--- src/rtl/fifo_wr_arbiter.sv ---
// Round-robin arbiter sharing one FIFO write port among NUM_REQ valid/ready producers,
// with full/almostfull flow control and saturating wr_ack/overflow error counters.
module fifo_wr_arbiter #(
  parameter int FIFO_WIDTH = 16,
  parameter int NUM_REQ    = 4,
  parameter int CNT_WIDTH  = 8
) (
  input  logic                          clk,
  input  logic                          rst_n,
  input  logic                          enable,
  input  logic [NUM_REQ-1:0]            req_valid,
  input  logic [NUM_REQ*FIFO_WIDTH-1:0] req_data,
  output logic [NUM_REQ-1:0]            req_ready,
  output logic [FIFO_WIDTH-1:0]         fifo_data_in,
  output logic                          fifo_wr_en,
  input  logic                          fifo_full,
  input  logic                          fifo_almostfull,
  input  logic                          fifo_wr_ack,
  input  logic                          fifo_overflow,
  output logic [$clog2(NUM_REQ)-1:0]    grant_id,
  output logic [CNT_WIDTH-1:0]          ack_miss_cnt,
  output logic [CNT_WIDTH-1:0]          ovf_cnt,
  output logic                          err
);

  localparam int unsigned PTR_W = $clog2(NUM_REQ);

  logic [PTR_W-1:0]      rr_ptr;
  logic                  expect_ack;
  logic                  can_issue;
  logic                  win_found;
  logic [PTR_W-1:0]      win_idx;
  logic [NUM_REQ-1:0]    grant;
  logic [FIFO_WIDTH-1:0] win_data;
  logic                  transfer;
  logic                  ack_miss;
  int unsigned           cand;

  // A write already on the bus to an almost-full FIFO would fill it, so hold off one cycle.
  assign can_issue = enable && !fifo_full && !(fifo_almostfull && fifo_wr_en);

  always_comb begin
    win_found = 1'b0;
    win_idx   = '0;
    cand      = 0;
    for (int unsigned k = 0; k < NUM_REQ; k++) begin
      cand = (32'(rr_ptr) + k) % NUM_REQ;
      if (!win_found && req_valid[cand[PTR_W-1:0]]) begin
        win_found = 1'b1;
        win_idx   = cand[PTR_W-1:0];
      end
    end
  end

  always_comb begin
    grant    = '0;
    win_data = '0;
    if (rst_n && can_issue && win_found) grant[win_idx] = 1'b1;
    for (int unsigned i = 0; i < NUM_REQ; i++) begin
      if (grant[i]) win_data = req_data[i*FIFO_WIDTH +: FIFO_WIDTH];
    end
  end

  assign req_ready = grant;
  assign transfer  = |grant;
  assign ack_miss  = expect_ack ^ fifo_wr_ack;

  always_ff @(posedge clk or negedge rst_n) begin
    if (!rst_n) begin
      fifo_wr_en   <= 1'b0;
      fifo_data_in <= '0;
      grant_id     <= '0;
      rr_ptr       <= '0;
      expect_ack   <= 1'b0;
      ack_miss_cnt <= '0;
      ovf_cnt      <= '0;
      err          <= 1'b0;
    end else begin
      fifo_wr_en <= transfer;
      expect_ack <= fifo_wr_en;
      if (transfer) begin
        fifo_data_in <= win_data;
        grant_id     <= win_idx;
        rr_ptr       <= (win_idx == PTR_W'(NUM_REQ - 1)) ? '0 : win_idx + 1'b1;
      end
      if (ack_miss && ack_miss_cnt != '1) ack_miss_cnt <= ack_miss_cnt + 1'b1;
      if (fifo_overflow && ovf_cnt != '1) ovf_cnt <= ovf_cnt + 1'b1;
      err <= ack_miss || fifo_overflow;
    end
  end

endmodule

--- config.mk ---
export PLATFORM = sky130hd
export DESIGN_NAME = fifo_wr_arbiter
export DESIGN_NICKNAME = d
export VERILOG_FILES = /design/src/rtl/fifo_wr_arbiter.sv
export SDC_FILE = /design/constraint.sdc
export NUM_CORES = 1
export LEC_CHECK = 0
export CORE_UTILIZATION = 41
export DETAILED_ROUTE_END_ITERATION = 10
export PLACE_DENSITY = 0.82
export RECOVER_POWER = 25
export SLEW_MARGIN = 5
export SYNTH_ARGS = -nofsm -noshare
export SYNTH_HDL_FRONTEND = slang
export SYNTH_SLANG_ARGS = --single-unit
--- constraint.sdc ---
create_clock -name clk -period 2.45 [get_ports clk]
set_input_delay 0.49 -clock clk [delete_from_list [all_inputs] [get_ports clk]]
set_output_delay 0.49 -clock clk [all_outputs]
set_load 0.01 [all_outputs]
; Word-level counts from Yosys, hierarchy flattened
; Cells that the tools add are included.
[word_totals]
register_bits = 39
in_bits = 75
[classes]
add_sub_neg = 6
order_cmp = 6
n_eq_ne = 3
n_mux = 24
n_bitwise = 1
reduce_logical = 18
[ops]
columns = cell, count
row1 = $mux 16, 4
row2 = $add 8x1->8 const B, 2
row3 = $ne 8x8->1 const B, 2
row4 = $lt 2x3->1 const B, 5
row5 = $logic_and 1x1->1, 11
row6 = $mux 2, 5
row7 = $mux 1, 9
row8 = $bmux 1 s2, 4
row9 = $logic_not 1->1, 5
row10 = $add 2x1->2 const B, 2
row11 = $add 2x2->2 const B, 2
row12 = $mux 4, 1
row13 = $reduce_or 4->1, 1
row14 = $demux 1 s2, 1
row15 = $eq 2x2->1 const B, 1
row16 = $ge 2x1->1 const B, 1
row17 = $logic_or 1x1->1, 1
row18 = $xor 1x1->1, 1

; Longest topological paths before layout
; Gate-level depths: netlist of run 1.
[depth]
word_depth = 21
mapped_depth = 11

; Worst setup path before layout of run 1
; OpenSTA, ideal clock, no wires.
[synth_path]
kind = input port to output port
start = input port req_valid[3]
end = output port req_ready[0]
arrival_ps = 1777
required_ps = 1960
setup_slack_ps = 183
path_stages = 8
path_cell_list = nand2b_1 a211oi_1 nor2_1 inv_1 ha_1 buf_2 buf_1 and2_1
[synth_between]
elab_chain_len = 17
[synth_rtl]
columns = element, line_no
row1 = start: declaration, 11  ; input logic [NUM_REQ-1:0] req_valid,
row2 = $bmux 1 s2, 48  ; if (!win_found && req_valid[cand[PTR_W-1:0]]) begin
row3 = $mux 1 (implied by the code), 48
row4 = $mux 1, 48
row5 = $logic_not 1->1, 48
row6 = $logic_and 1x1->1, 48
row7 = $mux 1, 48
row8 = $logic_not 1->1, 48
row9 = $logic_and 1x1->1, 48
row10 = [2 not listed], n/a
row11 = $logic_and 1x1->1, 48
row12 = $mux 2 (*), 48
row13 = named net win_idx[1], 32  ; logic [PTR_W-1:0] win_idx;
row14 = $lt 2x3->1 (implied by the code) or $ge 2x1->1 (tied branches), 58  ; if (rst_n && can_issue && win_found) grant[win_idx] = 1'b1;
row15 = $logic_and 1x1->1 (implied by the code), 58
row16 = $mux 1 (implied by the code), 58
row17 = $demux 1 s2 (*), 58
row18 = $mux 4 (*), 58
row19 = end: declaration, 13  ; output logic [NUM_REQ-1:0] req_ready,
; The timed path passes the listed nets; every way through them passes the cells marked *. The select of a mux whose other input is x is not followed.

; Worst setup path after layout of run 1
[layout_path]
start = register rr_ptr[1]
end = output port req_ready[2]
[layout_between]
elab_chain_len = 17
[layout_rtl]
columns = element, line_no
row1 = start: declaration, 28  ; logic [PTR_W-1:0] rr_ptr;
row2 = start signal: assignment, 84  ; rr_ptr <= (win_idx == PTR_W'(NUM_REQ - 1)) ? '0 : win_idx + 1'b1;
row3 = "parallel branches: the longest is 11 deep, another holds $add 2x1->2", n/a
row4 = $mux 2 (*), 48
row5 = named net win_idx[1], 32
row6 = $lt 2x3->1 (implied by the code) or $ge 2x1->1 (tied branches), 58
row7 = $logic_and 1x1->1 (implied by the code), 58
row8 = $mux 1 (implied by the code), 58
row9 = $demux 1 s2 (*), 58
row10 = $mux 4 (*), 58
; Mark *: on every way through the listed nets, which the timed path passes. The select of a mux whose other input is x is not followed.

==> impl_summary.txt, run 1 <==
----------------------------------------------------
[Run status]
  Result of the run ... complete, no violations

[Logic synthesis]
  Cell area after technology mapping ... about 2300 um2
  Post-Syn Instances ... about 240
  Ys async rst share ... 100.0%
  Number of synthesized flops with an enable pin ... 0
  Avg Synthesized Cell Area ... between 9 and 10 um2
  Sequential element share of the synthesized area ... 41.87%
  Primary FF master, synth ... dfrtp_1
  Syn_nets ... 317
  Flop and latch count out of synthesis ... 39
  Yosys synthesis warning count ... 0
  Number of distinct library cells after synthesis ... 39

[Pwr]
  Total power after layout ... roughly 3.8 mW
  Sequential cell fraction of total power ... about a third
  Relative contribution of the clock network to total power ... roughly 13%
  Psw ... between 1 and 1.5 mW
  IR drop worst, VDD ... just under 0.6 mV
  Standby leakage power ... between 1.5 and 2 nW
  Switch share ... roughly 37%
  Pint ... approximately 2.4 mW
  Power per cell area ... 999.6 nW/um2
  Share of power burned in combinational logic ... a little under three fifths

[Placement]
  Gp weighted congestion ... ~0.8
  Port Buffers ... about 110
  Worst-case setup slack after placement ... -538.3 ps
  Placed cell areas ... 3623 um2
  DPL Wire Length ... ~5000 um

[Route]
  1st-pass router iterations ... 4
  Vias post-DR ... between 2000 and 2500
  Number of remaining DRC errors ... 0
  Post-route antenna net violation count ... 0
  Iteration-0 DRC count of the detailed router ... 66
  Per-cell routed wire length ... approximately 15 um
  Post-detailed-route via-to-cell ratio ... 5.173
  Routed WL ... around 6700 um

[Cells and area]
  Finished Cell Area ... approximately 3800 um2
  Core utilization of the finished layout ... a little over two thirds
  Fraction of layout instances using a drive strength above 1 ... 16.85%
  Post-layout net count ... 448
  Synthesis-to-finish area growth ... 63.98%
  Ant. Diodes ... 0

[Floorplanning]
  Placement Rows ... 27
  Die W ... 77.40 um
  Die Height ... between 70 and 80 um
  Starting Density ... 42.33%
  Top-level I/O count ... about 120
  Total die area ... ~6000 um2
  Floorplan core area ... 5507 um2

[Critical path]
  Kind of end point of the critical path ... primary output
  Worst-path maximum fanout ... 5
  Type of the worst setup path ... reg2out
  Delay of the slowest cell on the worst path ... 470 ps
  CP cell instances ... buf_4 > a211oi_2 > nor2_2 > buf_6 > ha_4 > and2_1 > clkdlybuf4s15_2
  Critical path launch point type ... flip-flop
  Worst EP required ... slightly below 2000 ps
  Crit-path leading delay family ... buffers and inverters
  Worst path arrival time ... 1910 ps
  Number of buffer and inverter stages on the critical path ... 3
  Library cell contributing the largest single delay on the critical path ... dfrtp_2

[Clock tree]
  CTS tree ... built
  Clock sink count ... 39
  Skew-Pair Late Insertion Delay ... approximately 290 ps
  Htree depth ... 2
  Cell chosen for the clock root ... clkbuf_8
  Max Buffers Root-to-Sink ... 2
  Total CTS buffers ... 5
  Worst-path clk slew ... around 70 ps

[Global route]
  Sum of overflow across all layers after global routing ... 0
  Global-route wire length before repair ... about 11000 um
  Pin count of the biggest net entering global routing ... 40
  Initial antenna violation count ... 0
  All-layer global routing usage ... 22.75%
  Number of global-route vias before repair ... around 2300

[Min path]
  Min-delay worst type ... reg2reg

[Timing]
  FMAX ... 0.4161 GHz
  Fin worst setup slack ... ~47 ps
  Clock period minus final worst setup slack ... around 2400 ps
  Slew at the pin closest to its max-slew limit ... 961.7 ps
  Final setup violating endpoints ... 0
  Final max-slew violation count ... 0
  Final-layout setup total negative slack ... 0 ps
  Worst slew margin relative to its limit ... between 30% and 40%
  Final worst clock skew ... between 3 and 4 ps
  Portion of the clock cycle consumed by the worst path in the final layout ... ~100%
  Setup repair after global routing missed its margin ... yes
  Count of endpoints failing hold in the final timing report ... 0

[Flow run]
  Max-Cap Viols ... 0

----------------------------------------------------
-- power groups by stage --
stage | registers, mW | logic (mW) | clock network, mW
3_5_place_dp | 1.22 | 1.96 | 0
4_1_cts | 1.21 | 2.03 | 0.486
2_1_floorplan | 1.29 | 0.883 | 0
3_3_place_gp | 1.21 | 1.90 | 0
5_1_grt | 1.27 | 2.27 | 0.513
6_report | 1.24 | 2.11 | 0.479
-- flip-flops by register name (all words and copies together) (netlist names) --
signal,count
expect_ack,1
ovf_cnt,8
grant_id,2
rr_ptr,2
ack_miss_cnt,8
err,1
fifo_data_in,16
fifo_wr_en,1
-- synth_stat cells (all sizes together), types with 2 or more instances --
cell / count / share of area, %
nand2: 41 / 6.7
dfrtp: 39 / 42
a21oi: 20 / 4.3
nand3b: 17 / 5.5
nand4b: 16 / 6.0
o221a: 16 / 7.7
nor2: 10 / 1.6
buf: 9 / 2.6
clkbuf: 6 / 0.97
ha: 6 / 3.2
mux2: 6 / 3.4
nand3: 6 / 1.3
xor2: 6 / 2.3
inv: 5 / 0.81
nor3: 5 / 1.3
xnor2: 4 / 1.5
a41oi: 3 / 1.1
and2: 3 / 0.81
nand2b: 3 / 0.81
a31oi: 2 / 0.54
nand4: 2 / 0.54
-- metal layers --
layer	track usage, %	vias to the layer above	wire length [um]
li1	-	1126	-
met1	29.88	1057	3068
met2	38.23	85	3192
met3	4.235	8	352
met4	6.226	0	85
met5	0	-	0
-- timing repair --
item | 4_1_cts | 5_1_grt
setup endpoints to repair | 24 | 24
buffers inserted | 3 | 1
gates cloned | 1 | 0
resized for setup | 27 | 12
pin swaps | 5 | 4
hold buffers | 0 | 0
-- layout make-up --
class                   instances  area (um2)
clock buffers                   8       100.1
fillers                       432        1684
inverters                       5       18.77
multi-input cells             178        1329
flip-flops and latches         39       978.4
well taps                      72       90.09
repair buffers                138        1306
-- layout by cell type, fill, tap and decap left out, types with 4 or more instances in the layout --
cell type / instances
clkbuf_8: 7
nand3b_1: 17
nor3_1: 4
nand4b_1: 16
a21oi_1: 20
buf_4: 20
nand3_1: 6
clkdlybuf4s50_1: 105
xor2_1: 6
nand2_1: 40
xnor2_1: 4
dfrtp_1: 37
inv_1: 4
nor2_1: 7
o221a_1: 15
-- final timing paths --
check                      startpoint  slack [ps]  cells after the start              end
max in group asynchronous       rst_n        1320                      2        rr_ptr[1]
setup / recovery            rr_ptr[1]          50                      7     req_ready[2]
min in group asynchronous       rst_n         470                      2  ack_miss_cnt[1]
hold / removal             fifo_wr_en         450                      0       expect_ack
setup reg to reg            rr_ptr[1]          70                     10      grant_id[0]
hold reg to reg            fifo_wr_en         450                      0       expect_ack
-- metrics by stage --
stage,std cells,hold WS [ps]
2_1_floorplan,236,194.4
3_3_place_gp,427,436.0
3_5_place_dp,427,442.6
4_1_cts,439,272.4
5_1_grt,440,478.0
6_report,440,454.5
-- logic make-up (layout without fill, tap and decap cells) --
group / count (synthesis) / count (layout) / share of synthesized area, %
buffers and inverters: 20 / 151 / 4.401
adder cells (fa/ha/maj): 6 / 6 / 3.221
AND/OR/NAND/NOR: 107 / 107 / 25.77
AO/OA/AOI/OAI: 47 / 48 / 17.18
flip-flops: 39 / 39 / 41.87
multiplexers: 7 / 7 / 3.811
XOR/XNOR: 10 / 10 / 3.757
(Power assumes the default switching activity.)
==> run 2: changes to the inputs <==
CTS_BUF_LIST = sky130_fd_sc_hd__clkbuf_16   (was default)
PLACE_DENSITY = 0.81   (was 0.82)
SKIP_CTS_REPAIR_TIMING = 1   (was default)
==> run 2 against run 1 <==
Power increased by 8.1%. Final area increased by 1.9%. Via count increased by 1.9%. Sequential share of layout area decreased by 0.51 points. Combinational power decreased by 2%. Die area unchanged. Cell count decreased by 0.91%. Clock power increased by 75%. First-iteration DRC count decreased by 17%. Worst hold slack improved by 7.3 ps. Non-clock buffer count decreased by 4. Critical path type is now reg2reg. Largest power group unchanged. Highest routed layer unchanged.
==> impl_summary.txt, run 2 (synthesis gave the netlist of run 1 again) <==
----------------------------------------------------
[Run status]
  Result of the run ... complete, no violations

[Floorplanning]
  Top-level I/O count ... 115
  Starting Density ... 42.33%
  Placement Rows ... 27
  Total die area ... ~6000 um2
  Die W ... 77.40 um
  Floorplan core area ... about 5500 um2
  Die Height ... between 70 and 80 um

[Global route]
  Initial antenna violation count ... 0
  Global-route wire length before repair ... between 10000 and 15000 um
  All-layer global routing usage ... between 20% and 30%
  Pin count of the biggest net entering global routing ... 40
  Sum of overflow across all layers after global routing ... 0
  Number of global-route vias before repair ... between 2000 and 2500

[Timing]
  FMAX ... 0.4156 GHz
  Clock period minus final worst setup slack ... approximately 2400 ps
  Worst slew margin relative to its limit ... a little under two fifths
  Final max-slew violation count ... 0
  Slew at the pin closest to its max-slew limit ... about 930 ps
  Fin worst setup slack ... 44.04 ps
  Final-layout setup total negative slack ... 0 ps
  Final setup violating endpoints ... 0
  Count of endpoints failing hold in the final timing report ... 0
  Final worst clock skew ... roughly 4.7 ps
  Worst hold slack across all endpoints ... between 400 and 500 ps
  Portion of the clock cycle consumed by the worst path in the final layout ... between 90% and 100%

[Route]
  Wl on met1 ... between 2000 and 3000 um
  Post-detailed-route via-to-cell ratio ... between 5 and 6
  Metal2 WL ... approximately 3300 um
  Routed WL ... 6734 um
  Detailed-routed wire length on met3 ... roughly 350 um
  1st-pass router iterations ... 4
  Iteration-0 DRC count of the detailed router ... 55
  Per-cell routed wire length ... about 15 um
  Number of remaining DRC errors ... 0
  Topmost layer with routed signal wires ... met4
  Vias post-DR ... approximately 2300
  Post-route antenna net violation count ... 0

[Pwr]
  Power per cell area ... between 1000 and 1500 nW/um2
  IR drop worst, VDD ... a little under 0.6 mV
  Total power after layout ... 4.128 mW
  Standby leakage power ... roughly 1.6 nW

[Critical path]
  Type of the worst setup path ... reg2reg
  Worst EP required ... between 2000 and 3000 ps
  Kind of end point of the critical path ... flip-flop
  Worst path arrival time ... roughly 2600 ps
  First element of the critical path ... rr_ptr[1]
  Worst flop-to-flop path startpoint ... rr_ptr[1]
  Worst-path maximum fanout ... 6
  Critical path launch point type ... flip-flop

[Cells and area]
  Most common cell after layout, fill and taps aside ... clkdlybuf4s50_1
  Ant. Diodes ... 0
  Synthesis-to-finish area growth ... 67.10%
  Final cell count without fillers ... 436
  Area occupied by multi-input gates ... 1313 um2
  Flip-flop count of the largest register, all copies and words added ... 16
  Core utilization of the finished layout ... roughly 71%
  Post-layout net count ... between 400 and 500
  Commonest cells after routing, fill and taps aside ... clkdlybuf4s50_1, nand2_1, dfrtp_1
  Fraction of layout instances using a drive strength above 1 ... between 10% and 20%
  Biggest regs ... fifo_data_in: 16 flops, ack_miss_cnt: 8 flops, ovf_cnt: 8 flops
  Number of fill cells ... 410
  Register area ... approximately 1000 um2
  Register with the highest flop count ... fifo_data_in
  Finished Cell Area ... approximately 3900 um2

[Placement]
  Placed cell areas ... approximately 3600 um2
  Number of placed instances with taps included ... roughly 420
  DPL Wire Length ... roughly 5000 um
  Port Buffers ... ~110
  Gp weighted congestion ... approximately 0.83
  Worst-case setup slack after placement ... -632.3 ps

[Clock tree]
  Cell chosen for the clock root ... clkbuf_16
  CTS tree ... built
  Htree depth ... 2
  Skew-Pair Late Insertion Delay ... roughly 280 ps
  Max Buffers Root-to-Sink ... 2
  Worst-path clk slew ... 60 ps
  Clock sink count ... 39
  Total CTS buffers ... 5

[Flow run]
  Max-Cap Viols ... 0

[Min path]
  Min-delay worst type ... reg2reg
  Source of the worst hold timing path ... fifo_wr_en

----------------------------------------------------
[run 2: changes by cell type in the layout (fill, tap and decap cells not counted), sizes merged]
cell and change:
clkdlybuf4s15 -2, dlymetal6s2s +6, dlygate4sd2 -3, clkbuf -2, bufinv +2, buf -6, clkinvlp +1
[run 2: critical path: stages, from the launching register on]
cell and delay, ps:
dfrtp_2 460, nand2b_1 180, a21o_1 200, o211a_1 150, buf_4 150, ha_2 190, buf_4 150, nor3_4 190
buf_6 140, a21boi_4 80, buf_4 170, o221a_1 230
[run 2: area by class of cell]
cell class              instances  share of cell area, %
multi-input cells             178                  33.70
repair buffers                134                  33.47
clock buffers                   5                  3.212
clock inverters                 3                  1.735
inverters                       5                 0.4818
well taps                      72                  2.313
flip-flops and latches         39                  25.09
[run 2: path summary, 6_finish.rpt]
kind,end,slack (ps),cells after the start
max,fifo_data_in[9],40,11
min,expect_ack,460,0
max reg2reg,fifo_data_in[9],40,11
min reg2reg,expect_ack,460,0
max in group asynchronous,rr_ptr[1],1330,2
min in group asynchronous,grant_id[1],480,2
[run 2: layer usage]
layer / track usage (%) / vias to the layer above
li1: - / 1118
met4: 8.302 / 0
met1: 27.59 / 1099
met2: 38.32 / 89
met3: 4.118 / 13
met5: 0 / -
[run 2: where the power goes]
| group | total (mW) | internal (mW) | switching [mW] | leakage [nW] |
|---|---|---|---|---|
| clock | 0.840 | 0.583 | 0.257 | 0.0900 |
| sequential | 1.22 | 0.933 | 0.292 | 0.464 |
| combinational | 2.06 | 1.19 | 0.874 | 1.05 |
